--- src/rtl/nes_pad_responder_if.sv ---
// Host/pad signal bundle for the NES serial pad link.
// The host drives the strobes and the live button state. The pad answers with serial data and status.
interface nes_pad_responder_if;
  logic       latch_in;
  logic       pulse_in;
  logic [7:0] buttons;
  logic       data_out;
  logic       frame_done;
  logic [7:0] poll_count;

  modport master (
    output latch_in,
    output pulse_in,
    output buttons,
    input  data_out,
    input  frame_done,
    input  poll_count
  );

  modport slave (
    input  latch_in,
    input  pulse_in,
    input  buttons,
    output data_out,
    output frame_done,
    output poll_count
  );
endinterface

--- src/rtl/nes_pad_responder.sv ---
// Pad-side responder for the NES serial pad protocol, modelled on a 4021 shift register.
// The latch strobe captures the buttons, and each pulse rising edge shifts out the next bit.
module nes_pad_responder #(
  parameter bit ACTIVE_LOW = 1'b1,
  parameter bit FILL_BIT   = 1'b1
) (
  input  logic                    clk,
  input  logic                    reset,
  nes_pad_responder_if.slave      bus
);

  typedef enum logic [1:0] {
    IDLE  = 2'd0,
    LOAD  = 2'd1,
    SHIFT = 2'd2,
    DONE  = 2'd3
  } state_t;

  state_t     state_r, state_s;
  logic [2:0] latch_sync_r;   // [0],[1] synchronizer, [2] previous synchronized value
  logic [2:0] pulse_sync_r;
  logic [7:0] sr_r, sr_s;
  logic [3:0] cnt_r, cnt_s;
  logic       frame_done_r, frame_done_s;
  logic [7:0] poll_count_r, poll_count_s;
  logic       latch_level_s, latch_fall_s, pulse_rise_s;

  assign latch_level_s = latch_sync_r[1];
  assign latch_fall_s  = ~latch_sync_r[1] & latch_sync_r[2];
  assign pulse_rise_s  = pulse_sync_r[1] & ~pulse_sync_r[2];

  // Synchronize the host strobes and keep one delayed copy for edge detection
  always_ff @(posedge clk) begin
    if (reset) begin
      latch_sync_r <= 3'b000;
      pulse_sync_r <= 3'b000;
    end else begin
      latch_sync_r <= {latch_sync_r[1:0], bus.latch_in};
      pulse_sync_r <= {pulse_sync_r[1:0], bus.pulse_in};
    end
  end

  // State, shift register, counters and status registers
  always_ff @(posedge clk) begin
    if (reset) begin
      state_r      <= IDLE;
      sr_r         <= 8'h00;
      cnt_r        <= 4'd0;
      frame_done_r <= 1'b0;
      poll_count_r <= 8'd0;
    end else begin
      state_r      <= state_s;
      sr_r         <= sr_s;
      cnt_r        <= cnt_s;
      frame_done_r <= frame_done_s;
      poll_count_r <= poll_count_s;
    end
  end

  // Next-state logic; a high latch overrides everything and discards any same-cycle shift
  always_comb begin
    state_s      = state_r;
    sr_s         = sr_r;
    cnt_s        = cnt_r;
    frame_done_s = 1'b0;
    poll_count_s = poll_count_r;
    if (latch_level_s) begin
      state_s = LOAD;
      sr_s    = bus.buttons;
      cnt_s   = 4'd0;
    end else begin
      case (state_r)
        IDLE: begin
          state_s = IDLE;
        end
        LOAD: begin
          if (latch_fall_s) begin
            state_s      = SHIFT;
            poll_count_s = poll_count_r + 8'd1;
          end else begin
            state_s = LOAD;
          end
        end
        SHIFT: begin
          if (pulse_rise_s) begin
            sr_s  = {FILL_BIT, sr_r[7:1]};
            cnt_s = cnt_r + 4'd1;
            if (cnt_r == 4'd7) begin
              state_s      = DONE;
              frame_done_s = 1'b1;
            end else begin
              state_s = SHIFT;
            end
          end else begin
            state_s = SHIFT;
          end
        end
        DONE: begin
          if (pulse_rise_s) begin
            sr_s = {FILL_BIT, sr_r[7:1]};
          end else begin
            sr_s = sr_r;
          end
          cnt_s = 4'd8;
        end
        default: begin
          state_s = IDLE;
          sr_s    = 8'h00;
          cnt_s   = 4'd0;
        end
      endcase
    end
  end

  assign bus.data_out   = sr_r[0] ^ ACTIVE_LOW;
  assign bus.frame_done = frame_done_r;
  assign bus.poll_count = poll_count_r;

endmodule

--- src/flat_wrapper.sv ---
// flat-port wrapper written by rule: the top's interface ports become plain ports
module nes_pad_responder_flat 
#(
  parameter bit ACTIVE_LOW = 1'b1,
  parameter bit FILL_BIT   = 1'b1
)
  (clk, reset, bus_latch_in, bus_pulse_in, bus_buttons, bus_data_out, bus_frame_done, bus_poll_count);
  nes_pad_responder_if bus_i ();
  input  logic clk;
  input  logic reset;
  input wire logic [$bits(bus_i.latch_in)-1:0] bus_latch_in;
  input wire logic [$bits(bus_i.pulse_in)-1:0] bus_pulse_in;
  input wire logic [$bits(bus_i.buttons)-1:0] bus_buttons;
  output wire logic [$bits(bus_i.data_out)-1:0] bus_data_out;
  output wire logic [$bits(bus_i.frame_done)-1:0] bus_frame_done;
  output wire logic [$bits(bus_i.poll_count)-1:0] bus_poll_count;
  assign bus_i.latch_in = bus_latch_in;
  assign bus_i.pulse_in = bus_pulse_in;
  assign bus_i.buttons = bus_buttons;
  assign bus_data_out = bus_i.data_out;
  assign bus_frame_done = bus_i.frame_done;
  assign bus_poll_count = bus_i.poll_count;
  nes_pad_responder #(.ACTIVE_LOW(ACTIVE_LOW), .FILL_BIT(FILL_BIT)) u_core (.clk(clk), .reset(reset), .bus(bus_i));
endmodule
--- config.mk ---
export PLATFORM = sky130hd
export DESIGN_NAME = nes_pad_responder_flat
export DESIGN_NICKNAME = d
export VERILOG_FILES = /design/src/rtl/nes_pad_responder_if.sv /design/src/rtl/nes_pad_responder.sv /design/src/flat_wrapper.sv
export SDC_FILE = /design/constraint.sdc
export NUM_CORES = 1
export LEC_CHECK = 0
export BUFFER_PORTS_ARGS = -buffer_cell sky130_fd_sc_hd__buf_2
export CAP_MARGIN = 20
export CORE_MARGIN = 5
export CORE_UTILIZATION = 30
export DETAILED_ROUTE_END_ITERATION = 12
export PLACE_DENSITY_LB_ADDON = 0.05
export SKIP_CTS_REPAIR_TIMING = 1
export SYNTH_ARGS = -nofsm -noshare
export SYNTH_HDL_FRONTEND = slang
export SYNTH_SLANG_ARGS = --single-unit
--- constraint.sdc ---
create_clock -name clk -period 1.95 [get_ports clk]
set_clock_uncertainty 0.2 [all_clocks]
set_input_delay 0 -clock clk [delete_from_list [all_inputs] [get_ports clk]]
set_output_delay 0 -clock clk [all_outputs]
set_load 0.005 [all_outputs]
# Word level (Yosys, flattened, before mapping)
# Index checks and enable logic that the tools add are counted.
[classes] n_addsub=2 n_eq_ne=5 mux=11 bitwise=7 reduce_logical=12
[ops] cell="$mux W8" n=3
[ops] cell="$add A8 B1 Y8 const B" n=1
[ops] cell="$pmux W4 S2" n=1
[ops] cell="$pmux W2 S3" n=1
[ops] cell="$reduce_bool A2 Y1" n=3
[ops] cell="$not A1 Y1" n=5
[ops] cell="$add A4 B1 Y4 const B" n=1
[ops] cell="$eq A2 B2 Y1 const B" n=2
[ops] cell="$eq A4 B3 Y1 const B" n=1
[ops] cell="$mux W1" n=4
[ops] cell="$mux W4" n=1
[ops] cell="$reduce_and A2 Y1" n=2
[ops] cell="$reduce_bool A4 Y1" n=1
[ops] cell="$reduce_or A2 Y1" n=2
[ops] cell="$reduce_or A4 Y1" n=1
[ops] cell="$reduce_and A3 Y1" n=1
[ops] cell="$reduce_bool A3 Y1" n=1
[ops] cell="$and A1 B1 Y1" n=2
[ops] cell="$eq A2 B1 Y1 const B" n=1
[ops] cell="$logic_not A2 Y1" n=1
[ops] cell="$mux W2" n=1
[ops] cell="$ne A2 B1 Y1 const B" n=1
[totals] reg_bits=29 in_bits=12 output_inout_bits=10 wordCells=45

# Depth between registers and ports, before layout
[logic_depth] depth_word=5 ltp_mapped=7 ltp_nobuf=6

# Least setup slack after synthesis
# No wires, ideal clock.
[synth_timing] path_kind="register to register" startpoint="register u_core.state_r[0]" endpoint="register u_core.state_r[0]" setup_ns=0.131 t_arrival_ns=1.299 required_ns=1.619 path_slack_ns=0.320 stages_incl_launch_ff=6 path_buffers=0 synth_period_minus_slack_ns=1.630 path_cell_list="dfxtp_1 -> inv_1 -> ha_1 -> or4_1 -> nor2_1 -> a211oi_1"
[synth_via] elab_chain_cells=3 word_cells_on_any_way=6 classes_between="eq/ne: 2; mux: 2; reduce/logical: 2"
[synth_rtl] element="start, declared" line_no="nes_pad_responder.sv:19" source="state_t state_r, state_s;"
[synth_rtl] element="start signal, assigned" line_no="nes_pad_responder.sv:52" source="state_r <= state_s;"
[synth_rtl] element="$eq A2 B2 Y1 (tied with other cells)" line_no="nes_pad_responder.sv:72" source="case (state_r)"
[synth_rtl] element="$pmux W2 S3" line_no="nes_pad_responder.sv:72"
[synth_rtl] element="$mux W1" line_no="nes_pad_responder.sv:67" source="if (latch_level_s) begin"
# Parallel ways exist; a longest one is shown, timed or not.
# A chain may end at the register's enable or synchronous reset.

# Worst setup path after layout
# Ends and elaborated chain as after synthesis.

==> impl_results.md <==
* Met1 Wirelength at 1.36 mm
* Slew of the pin with the lowest slew margin at 0.469 ns
* Placed cells at 217
* Family with the most delay on the worst path: simple AND/OR/NAND/NOR gates
* Port Buffers at 21
* Max layer used: met4
* Initial DRC Count at 30
* Clock Tree Buf Depth at 2
* Crit path required time at 1.93 ns
* Synthesized area at 1410 um^2
* Top_reg_cell synth: dfxtp_1
* Grt ovf at 0
* Sequential fraction of the synthesis area at 41.3%
* Final setup vio count at 0
* Sink Count at 29
* Syn_nets at 167
* Die width at 78.5 um
* Final GP Congestion at 0.781
* FP Rows at 25
* Fin cells at 237
* Max Cap Viol at 0
* First-pass GRT wire length at 4.68 mm
* Setup crit start kind: flip-flop
* Critical path peak fanout at 9
* Met3 WL at 117 um
* I/O pin count at 22
* Peak supply drop at 0.389 mV
* Clock Latency Late Sink at 0.27 ns
* Status: complete, no violations
* Crit path time final at 1.81 ns
* RSZ-0062 raised after global routing: no
* Post-DP HPWL at 1.92 mm
* Most frequent CP cell: nand2_1
* Total track usage at 9.63%
* Synth top area cells: dfxtp_1 41%, ha_1 6.2%, nor2b_1 5.8%
* Reg2reg start: u_core.state_r[0]
* CP max stage delay at 0.35 ns
* Mapped Avg Cell Area at 9.50 um^2
* Avg WL per Cell at 11.8 um
* Number of global-route vias before repair at 1019
* Area delta synth->final at 24.6%
* Wire length on met2 at 1.30 mm
* Initial Utilization at 30.4%
* # diodes at 0
* Top post-synthesis cells by count: 29 x dfxtp_1, 13 x nor2b_1, 11 x nor2_1, 10 x nor3_1
* Unique cell type count in the Yosys netlist at 37
* Hold path start: u_core.pulse_sync_r[0]
* Drt first pass iters at 4
* Core Region at 4630 um^2
* Worst setup path startpoint: u_core.state_r[0]
* Largest net degree at the start of global routing at 25
* Synth area leader: dfxtp_1
* Antenna viol nets, final at 0
* Drt drc at 0
* Number of synthesized flops with an enable pin at 0
* Final nets at 201
* Via count of the routed design at 1134
* Crit. End Element: flip-flop
* Die boundary height at 78.5 um
* Synth Register Bits at 29
* Critical path, cell by cell: inv_1 > ha_1 > buf_4 > nand2_1 > nor3_2 > nand2_1 > a211oi_1
* Worst path arrival time at 1.79 ns
* Warnings from Yosys at 0
* Final setup TNS at 0 ns
* Worst hold path class: flip-flop to flip-flop
* Initial antenna violation count at 0
* CP Buf/Inv Count at 2
* Layout cells sized above 1 at 21.3%
* Async set-or-reset flop fraction in the synthesized netlist at 0%
* Vias/cell at 4.78
* Clk root buf: clkbuf_8
* Most common cell in the netlist: dfxtp_1
* Die area at 6160 um^2
* Period utilization at 92.6%
* Leakage at 0.708 nW
* Worst Path Class, Setup: flip-flop to flip-flop
* Final hold viol count at 0
* CTS tree: yes
* Power per Cell Area at 712 nW/um^2
* Post-synth top area share at 41.3%
* Max Transition Viols Final at 0
* Fmax at 554 MHz
* Slowest-stage cell, CP: dfxtp_1
* Post-layout util at 37.8%
* Syn Inst Count at 148
* Slew headroom at 68.7%
* H-Tree Depth at 2
* Clk slew on worst S/H paths at 0.07 ns
* CTS Buf Count at 5
* Final wirelength at 2.79 mm
cells in the final DEF (no fill, tap or decap), types with 2 or more instances in the layout:
cell	instances
a211oi_1	8
a21oi_1	3
a221oi_1	2
buf_2	21
buf_4	2
clkbuf_8	7
dfxtp_1	29
dlygate4sd3_1	12
ha_1	6
inv_1	5
nand2_1	6
nand2b_1	3
nand3_1	5
nand3b_1	3
nand4_1	2
nor2_1	11
nor2b_1	13
nor3_1	10
nor3b_1	8
o21ai_0	2
xnor2_1	3
xor2_1	3
final timing paths:
| path | end | slack [ns] | cells after the start |
|---|---|---|---|
| setup reg to reg | u_core.state_r[0] | 0.14 | 7 |
| setup / recovery | u_core.state_r[0] | 0.14 | 7 |
| hold / removal | u_core.pulse_sync_r[1] | 0.24 | 1 |
| hold reg to reg | u_core.pulse_sync_r[1] | 0.24 | 1 |
metal layers:
metal,vias to the layer above,GRT usage [%]
li1,584,-
met1,526,11.6
met2,22,15.4
met3,2,4.47
met4,0,2.62
met5,-,0
kinds of logic (layout without fill, tap and decap cells):
| group | after synthesis | in the layout | share of synthesized area, % |
|---|---|---|---|
| adder cells (fa/ha/maj) | 7 | 7 | 6.23 |
| AND/OR/NAND/NOR | 73 | 73 | 31.9 |
| multiplexers | 1 | 1 | 0.712 |
| AO/OA/AOI/OAI | 19 | 19 | 9.61 |
| flip-flops | 29 | 29 | 41.3 |
| XOR/XNOR | 6 | 6 | 3.74 |
| buffers and inverters | 13 | 48 | 6.58 |
stage by stage:
step	hold WS (ns)	area, um^2	setup WS, ns	power (W)
floorplan	-0.128	1410	0.320	0.000682
global placement	0.0157	1520	0.0975	0.000699
detailed placement	0.0164	1520	0.0518	0.000700
CTS	-0.275	1620	0.0172	0.00126
global route	0.269	1750	0.0278	0.00132
finish	0.242	1750	0.144	0.00125
flip-flops by register name (all words and copies together), names as in the netlist:
name	cells
u_core.state_r	2
u_core.bus.poll_count	8
u_core.pulse_sync_r	3
u_core.cnt_r	4
u_core.sr_r	8
u_core.bus.frame_done	1
u_core.latch_sync_r	3
power breakdown:
part           switching, W  total (W)  internal, W
logic             0.0000386  0.0000871    0.0000485
clock network      0.000224   0.000543     0.000319
registers        0.00000987   0.000618     0.000608
area by class of cell:
cell class / count / area, um^2
clock buffers: 7 / 96.3
clock inverters: 1 / 5.00
fillers: 480 / 2880
inverters: 5 / 18.8
multi-input cells: 106 / 743
flip-flops and latches: 29 / 581
well taps: 54 / 67.6
repair buffers: 35 / 240
worst register-to-register path, cell delays in order, from the launching register on:
cell      delay (ns)
dfxtp_1         0.35
inv_1           0.10
ha_1            0.25
buf_4           0.19
nand2_1         0.12
nor3_2          0.18
nand2_1         0.07
a211oi_1        0.25
Note: power is estimated with default switching activity, not from simulation.
